## config.mk

```make
export PLATFORM = sky130hd
export DESIGN_NAME = perf_counter_bank
export DESIGN_NICKNAME = d
export VERILOG_FILES = /design/src/rtl/perf_counter_bank.sv
export SDC_FILE = /design/constraint.sdc
export NUM_CORES = 1
export LEC_CHECK = 0
export ABC_AREA = 1
export CELL_PAD_IN_SITES_DETAIL_PLACEMENT = 1
export CELL_PAD_IN_SITES_GLOBAL_PLACEMENT = 1
export CORE_ASPECT_RATIO = 0.7
export CORE_MARGIN = 2
export CORE_UTILIZATION = 43
export CTS_CLUSTER_DIAMETER = 50
export CTS_CLUSTER_SIZE = 10
export DETAILED_ROUTE_END_ITERATION = 12
export PLACE_DENSITY = 0.79
export SKIP_LAST_GASP = 1
export SLEW_MARGIN = 5
export SYNTH_ARGS = -nofsm -noshare
export SYNTH_HDL_FRONTEND = slang
export SYNTH_SLANG_ARGS = --single-unit
```

## constraint.sdc

```tcl
create_clock -name clk -period 2.7 [get_ports clk]
set_clock_uncertainty 0.1 [all_clocks]
set_input_delay 0.405 -clock clk [delete_from_list [all_inputs] [get_ports clk]]
set_output_delay 0.405 -clock clk [all_outputs]
set_load 0.01 [all_outputs]
```

## src/rtl/perf_counter_bank.sv

```systemverilog
// perf_counter_bank: NUM_CNT performance counters of CNT_W bits each.
// Counter 0 counts cycles and is frozen by halt. Counters 1.. count pulses on ev[i].
// Each counter has a per-counter inhibit bit and a sticky overflow flag.
// Counters are read and written as 32-bit halves selected by index plus a half-select bit.
//
// Read protocol: rd_en is a single-cycle request with no back-pressure.
//   The request is sampled on a clock edge.
//   rd_data then shows the pre-edge counter value from that edge onward.
//   rd_data holds that value until the next rd_en.
//
// Coherent 64-bit reads (SNAPSHOT=1):
//   A low-half read also captures the counter's high half in a shadow register.
//   A later high-half read of the same index returns the shadow, not the live value.
//   A write to the shadowed counter invalidates the shadow.
module perf_counter_bank #(
  parameter int NUM_CNT  = 4,
  parameter int CNT_W    = 64,
  parameter int SNAPSHOT = 1,
  parameter int IDX_W    = 4
) (
  input  logic               clk,
  input  logic               resetn,
  input  logic               halt,
  input  logic [NUM_CNT-1:0] ev,
  input  logic               rd_en,
  input  logic [IDX_W-1:0]   rd_idx,
  input  logic               rd_hi,
  output logic [31:0]        rd_data,
  input  logic               wr_en,
  input  logic [IDX_W-1:0]   wr_idx,
  input  logic               wr_hi,
  input  logic [31:0]        wr_data,
  input  logic               inh_wr,
  input  logic [NUM_CNT-1:0] inh_data,
  output logic [NUM_CNT-1:0] inh_q,
  output logic [NUM_CNT-1:0] ovf
);

  // The high half of a counter only exists when the counter is wider than 32 bits.
  localparam bit HI_WRITABLE = (CNT_W > 32);

  logic [CNT_W-1:0]   cnt_q [NUM_CNT];
  logic [CNT_W-1:0]   cnt_d [NUM_CNT];
  logic [NUM_CNT-1:0] ovf_q, ovf_d;
  logic [31:0]        rd_data_q, rd_data_d;
  logic [31:0]        shadow_q, shadow_d;
  logic [IDX_W-1:0]   shadow_idx_q, shadow_idx_d;
  logic               shadow_vld_q, shadow_vld_d;
  logic               wr_ok;
  logic [63:0]        rd_full;
  logic               snap_hit;

  // Zero-extend a counter value to the 64-bit architectural view.
  function automatic logic [63:0] widen(input logic [CNT_W-1:0] v);
    logic [63:0] w;
    w = '0;
    w[CNT_W-1:0] = v;
    return w;
  endfunction

  // Compute the next value and overflow flag of each counter.
  // A write takes priority over that cycle's increment.
  always_comb begin
    logic [63:0] full;
    logic        inc;
    logic        wr_hit;
    wr_ok = wr_en && (!wr_hi || HI_WRITABLE);
    ovf_d = ovf_q;
    for (int i = 0; i < NUM_CNT; i++) begin
      full     = widen(cnt_q[i]);
      inc      = (i == 0) ? (!halt && !inh_q[0]) : (ev[i] && !inh_q[i]);
      wr_hit   = wr_ok && (wr_idx == IDX_W'(i));
      cnt_d[i] = cnt_q[i];
      if (wr_hit) begin
        if (wr_hi) full[63:32] = wr_data;
        else       full[31:0]  = wr_data;
        cnt_d[i] = full[CNT_W-1:0];
        ovf_d[i] = 1'b0;
      end else if (inc) begin
        cnt_d[i] = cnt_q[i] + CNT_W'(1);
        if (&cnt_q[i]) ovf_d[i] = 1'b1;
      end
    end
  end

  // Select the read word from the pre-update counters and the snapshot shadow.
  // A new low-half read refreshes the shadow.
  always_comb begin
    rd_full = '0;
    for (int i = 0; i < NUM_CNT; i++) begin
      if (rd_idx == IDX_W'(i)) rd_full = widen(cnt_q[i]);
    end
    snap_hit     = (SNAPSHOT != 0) && shadow_vld_q && (shadow_idx_q == rd_idx);
    rd_data_d    = rd_hi ? (snap_hit ? shadow_q : rd_full[63:32]) : rd_full[31:0];
    shadow_d     = shadow_q;
    shadow_idx_d = shadow_idx_q;
    shadow_vld_d = shadow_vld_q && !(wr_ok && (wr_idx == shadow_idx_q));
    if (rd_en && !rd_hi) begin
      shadow_d     = rd_full[63:32];
      shadow_idx_d = rd_idx;
      shadow_vld_d = !(wr_ok && (wr_idx == rd_idx));
    end
  end

  // Counter and overflow state; reset overrides writes and events.
  always_ff @(posedge clk) begin
    if (!resetn) begin
      cnt_q <= '{default: '0};
      ovf_q <= '0;
    end else begin
      cnt_q <= cnt_d;
      ovf_q <= ovf_d;
    end
  end

  // Inhibit mask; the cycle in which inh_wr is asserted still uses the old mask.
  always_ff @(posedge clk) begin
    if (!resetn)     inh_q <= '0;
    else if (inh_wr) inh_q <= inh_data;
  end

  // Registered read data and snapshot shadow, both updated only on a read request.
  always_ff @(posedge clk) begin
    if (!resetn) begin
      rd_data_q    <= '0;
      shadow_q     <= '0;
      shadow_idx_q <= '0;
      shadow_vld_q <= 1'b0;
    end else begin
      if (rd_en) rd_data_q <= rd_data_d;
      if (rd_en && !rd_hi) begin
        shadow_q     <= shadow_d;
        shadow_idx_q <= shadow_idx_d;
      end
      shadow_vld_q <= shadow_vld_d;
    end
  end

  assign rd_data = rd_data_q;
  assign ovf     = ovf_q;

endmodule

```

# [After elaboration in Yosys (flattened, before gate mapping)]
# Index checks and enable logic that the tools add are counted.
[word_totals] output_inout_bits=40 reg_bits=333
[classes] reduce_logical=43 add_sub_neg=4 n_mux=17 bitwise_logic=1 eq_ne=17
[ops] op="$mux W64" n=12
[ops] op="$reduce_and A65 Y1" n=4
[ops] op="$add A64 B1 Y64 const B" n=4
[ops] op="$mux W32" n=4
[ops] op="$eq A4 B2 Y1 const B" n=4
[ops] op="$ne A2 B2 Y1 const B" n=8
[ops] op="$reduce_and A2 Y1" n=8
[ops] op="$logic_and A1 B1 Y1" n=13
[ops] op="$eq A4 B4 Y1" n=3
[ops] op="$eq A4 B1 Y1 const B" n=2
[ops] op="$logic_not A1 Y1" n=8
[ops] op="$logic_not A4 Y1" n=2
[ops] op="$reduce_bool A2 Y1" n=4
[ops] op="$reduce_or A2 Y1" n=4
[ops] op="$mux W1" n=1
[ops] op="$not A1 Y1" n=1

# [Longest topological paths before layout]
[logic_depth] depth_word=7 depth_mapped=13 depth_no_buf=13

# [Worst setup path before layout]
# Ideal clock, no wire load.
[synth_path] path_kind="reg-to-reg" from="register cnt_q[0] (netlist name)" to="register cnt_q[18] (netlist name)" arrival_ns=1.669 path_stages_with_launch=10 setup_time_ns=0.114 setup_slack_ns=0.817 t_required_ns=2.486 path_cell_list="dfxtp_1 > ha_1 > nand2_1 > nor2_2 > nand3b_1 > nor2_1 > xor2_1 > o21bai_1 > o21bai_1 > inv_1"
[synth_between] elab_chain_cells=3
[synth_lines] element="from (decl)" line_no="42" text="logic [CNT_W-1:0] cnt_q [NUM_CNT];"
[synth_lines] element="from (signal assigned)" line_no="111" text="cnt_q <= cnt_d;"
[synth_lines] element="$add A64 B1 Y64" line_no="80" text="cnt_d[i] = cnt_q[i] + CNT_W'(1);"
[synth_lines] element="$mux W64" line_no="79" text="end else if (inc) begin"
[synth_lines] element="$mux W64" line_no="74" text="if (wr_hit) begin"
# Every way passes these cells. The select of a mux whose other input is x is not followed.
# A chain may end at the register's enable or synchronous reset.

# [Worst setup path in the final report]
[layout_path] from="register cnt_q[1] (netlist name)" to="register cnt_q[60] (netlist name)"
# Same word-level chain as after synthesis.

==> impl_metrics.tcl <==
set metrics [dict create \
    r2r_end "cnt_q[60]" \
    die_w_um 290.3 \
    post-route-drc-count 0 \
    grt_overflow_total 0 \
    setup_viol 0 \
    insertion_delay_ps 630 \
    htree_levels 2 \
    fillers 8104 \
    rr_worst_depth 13 \
    ctsHoldBuffers 0 \
    postRouteAntennaNets 0 \
    postLayoutSetupSlackWorst_ps 266.6 \
    finalCriticalPeriod_ps 2433 \
    holdPathEnd "cnt_q[228]" \
    vdd_drop_max_mv 0.4374 \
    routed_wl_um 137900 \
    power_density_nw_per_um2 505.1 \
    worstReg2RegStart "cnt_q[1]" \
    via_per_inst 6.001 \
    required_ps 3100 \
    io_buffers 94 \
    stdcell_area_um2 28750 \
    relSlewSlack 0.2430 \
    num_io_pins 96 \
    drv_cap 0 \
    met3_usage 0.1527 \
    layout-drive-gt1-share 0.07127 \
    grt_usage 0.4537 \
    synth_commonest_cells "nand2_1, nor2_1, inv_1" \
    initial_utilization 0.4349 \
    yosys.area.top_type "dfxtp_1" \
    tightestPinTransition_ps 1124 \
    reg2reg_slack_ps 270 \
    grt_use_met1 0.6509 \
    status "finished clean" \
    ys.flop_type "dfxtp_1" \
    synthTopCellsByArea "dfxtp_1, nand2_1, nor2_1" \
    synth-edff-count 0 \
    wire_per_inst_um 26.45 \
    grt_use_met2 0.6032 \
    yosysMostFrequentCell "nand2_1" \
    holdPathStages 3 \
    place.gp.congestion 1.142 \
    critPathLaunchType "flop" \
    pre_cts_ws_ps 27.73 \
    grt_antenna_before_repair 4 \
    grt_pass1_wl_um 197600 \
    hpwlAfterDp_um 109500 \
    post_cts_resized 0 \
    p_leak_uw 0.01155 \
    tns_ps 0 \
    route.vias.total 31280 \
    critPathArrivalTime_ps 2830 \
    area_growth_pct 16.52 \
    netlist.area_leader.share 0.2702 \
    clock.fmax_mhz 411.0 \
    fp.dieH_um 204.4 \
    syn_inst 4310 \
    power.total_uw 14520 \
    synth.avg_cell_area_um2 5.724 \
    cp-end-kind "flop" \
    post_cts_buffers 0 \
    grt.busiest_layer "met1" \
    post-route-util 0.5068 \
    finalCritPeriodShare 0.9013 \
    path_class "reg2reg" \
    cts-root-buf "clkbuf_16" \
    cts_buffer_depth 3 \
    dpl_cell_area_um2 27390 \
    dr.pass1.iters 5 \
    slew_violations 0 \
    netlist_area_um2 24670 \
    cts_tree "built" \
    die_area_um2 59330 \
    synth_cell_type_count 53 \
    grt_pass1_vias 29140 \
    ys_seq_area_frac 0.2702 \
    synth_seq_cells 333 \
    core.rowCount 73 \
    drt_iter0_drc 4347 \
    worstPathMaxFanout 6 \
    min_from "resetn" \
    grt_max_degree 98 \
    cts_sinks 333 \
    finalHoldViolCount 0 \
    coreArea_um2 56720 \
    nets 4502 \
    min_path_type "in2reg" \
    yosysWarnings 0 \
    async_reset_ff_frac 0 \
    rsz0062_at_grt "no" \
    cts_buffers 44 \
    synth.net_count 4370 \
    clk_pin_slew_ps 60 \
]
state kept, by name, indices dropped and copies added, names as in the netlist:
name	cells
shadow_q	32
shadow_idx_q	4
ovf	4
inh_q	4
rd_data	32
shadow_vld_q	1
cnt_q	256
metal layers:
layer  vias up  routed length, µm
li1      14090                  -
met1     15120              60540
met2      1834              51280
met3       230              19630
met4         8               6271
met5         -                186
worst max-delay path, stage by stage, from the launching register on:
cell and delay, ps:
dfxtp_1 430, ha_1 380, nand2_1 140, nor2_2 300, buf_4 180, inv_1 40, nor2_2 180, nand2_1 150
inv_1 110, nand3_1 70, nand2_1 70, nand2_1 50, nand2_1 60, a21oi_1 60
cell families after synthesis:
| group | share of synthesized area |
|---|---|
| and+or+nand+nor | 0.4034 |
| AOI/OAI and AO/OA | 0.1781 |
| buffers and inverters | 0.1027 |
| DFF | 0.2702 |
| xor gates and xnor gates | 0.04367 |
| adders and majority gates | 0.002029 |
cell usage in the layout (no fill, tap or decap), types with 6 or more instances in the layout:
cell / count
clkdlybuf4s50_1: 93
o211ai_1: 17
nor3_1: 30
nor2_4: 15
o21ai_0: 333
nand3_1: 239
buf_4: 131
xor2_1: 102
a21oi_1: 284
o21bai_1: 13
nand4_1: 53
nand2_2: 6
a211oi_1: 7
nand3b_1: 18
o22ai_1: 65
a31oi_1: 27
nor2_2: 28
o21ai_1: 7
and2_1: 6
buf_12: 33
inv_2: 14
clkbuf_16: 45
xnor2_1: 21
nor2_1: 855
nand2_1: 1151
a21boi_0: 18
inv_1: 439
dfxtp_1: 333
metrics by stage:
step	cells	hold slack [ps]
6_report	5213	158.1
3_5_place_dp	5146	359.7
3_3_place_gp	5146	334.9
5_1_grt	5212	185.6
2_1_floorplan	4310	365.1
4_1_cts	5212	129.4
report_power, final:
group	total [µW]	internal, µW	switching, µW
Combinational	2670	850	1820
Sequential	5880	5280	602
Clock	5970	3400	2570
Total	14500	9530	4990
cell type report:
cell class	count	area, µm²	share of cell area
antenna	1	2.502	0.00008705
clock buffer	53	1196	0.04161
clock inverter	13	157.7	0.005484
inverter	455	1710	0.05950
multi-input combinational	3350	15490	0.5387
sequential	333	6666	0.2319
tap	750	938.4	0.03264
timing repair buffer	258	2589	0.09005
worst max-delay path by stage:
| stage | to | startpoint | cells past startpoint |
|---|---|---|---|
| floorplan | cnt_q[18] | cnt_q[0] | 9 |
| global placement | cnt_q[199] | wr_en | 10 |
| detailed placement | cnt_q[199] | wr_en | 10 |
| CTS | cnt_q[60] | cnt_q[1] | 13 |
| global route | cnt_q[60] | cnt_q[1] | 12 |
| finish | cnt_q[60] | cnt_q[1] | 13 |
No activity file was read; power rests on OpenSTA's default activity.
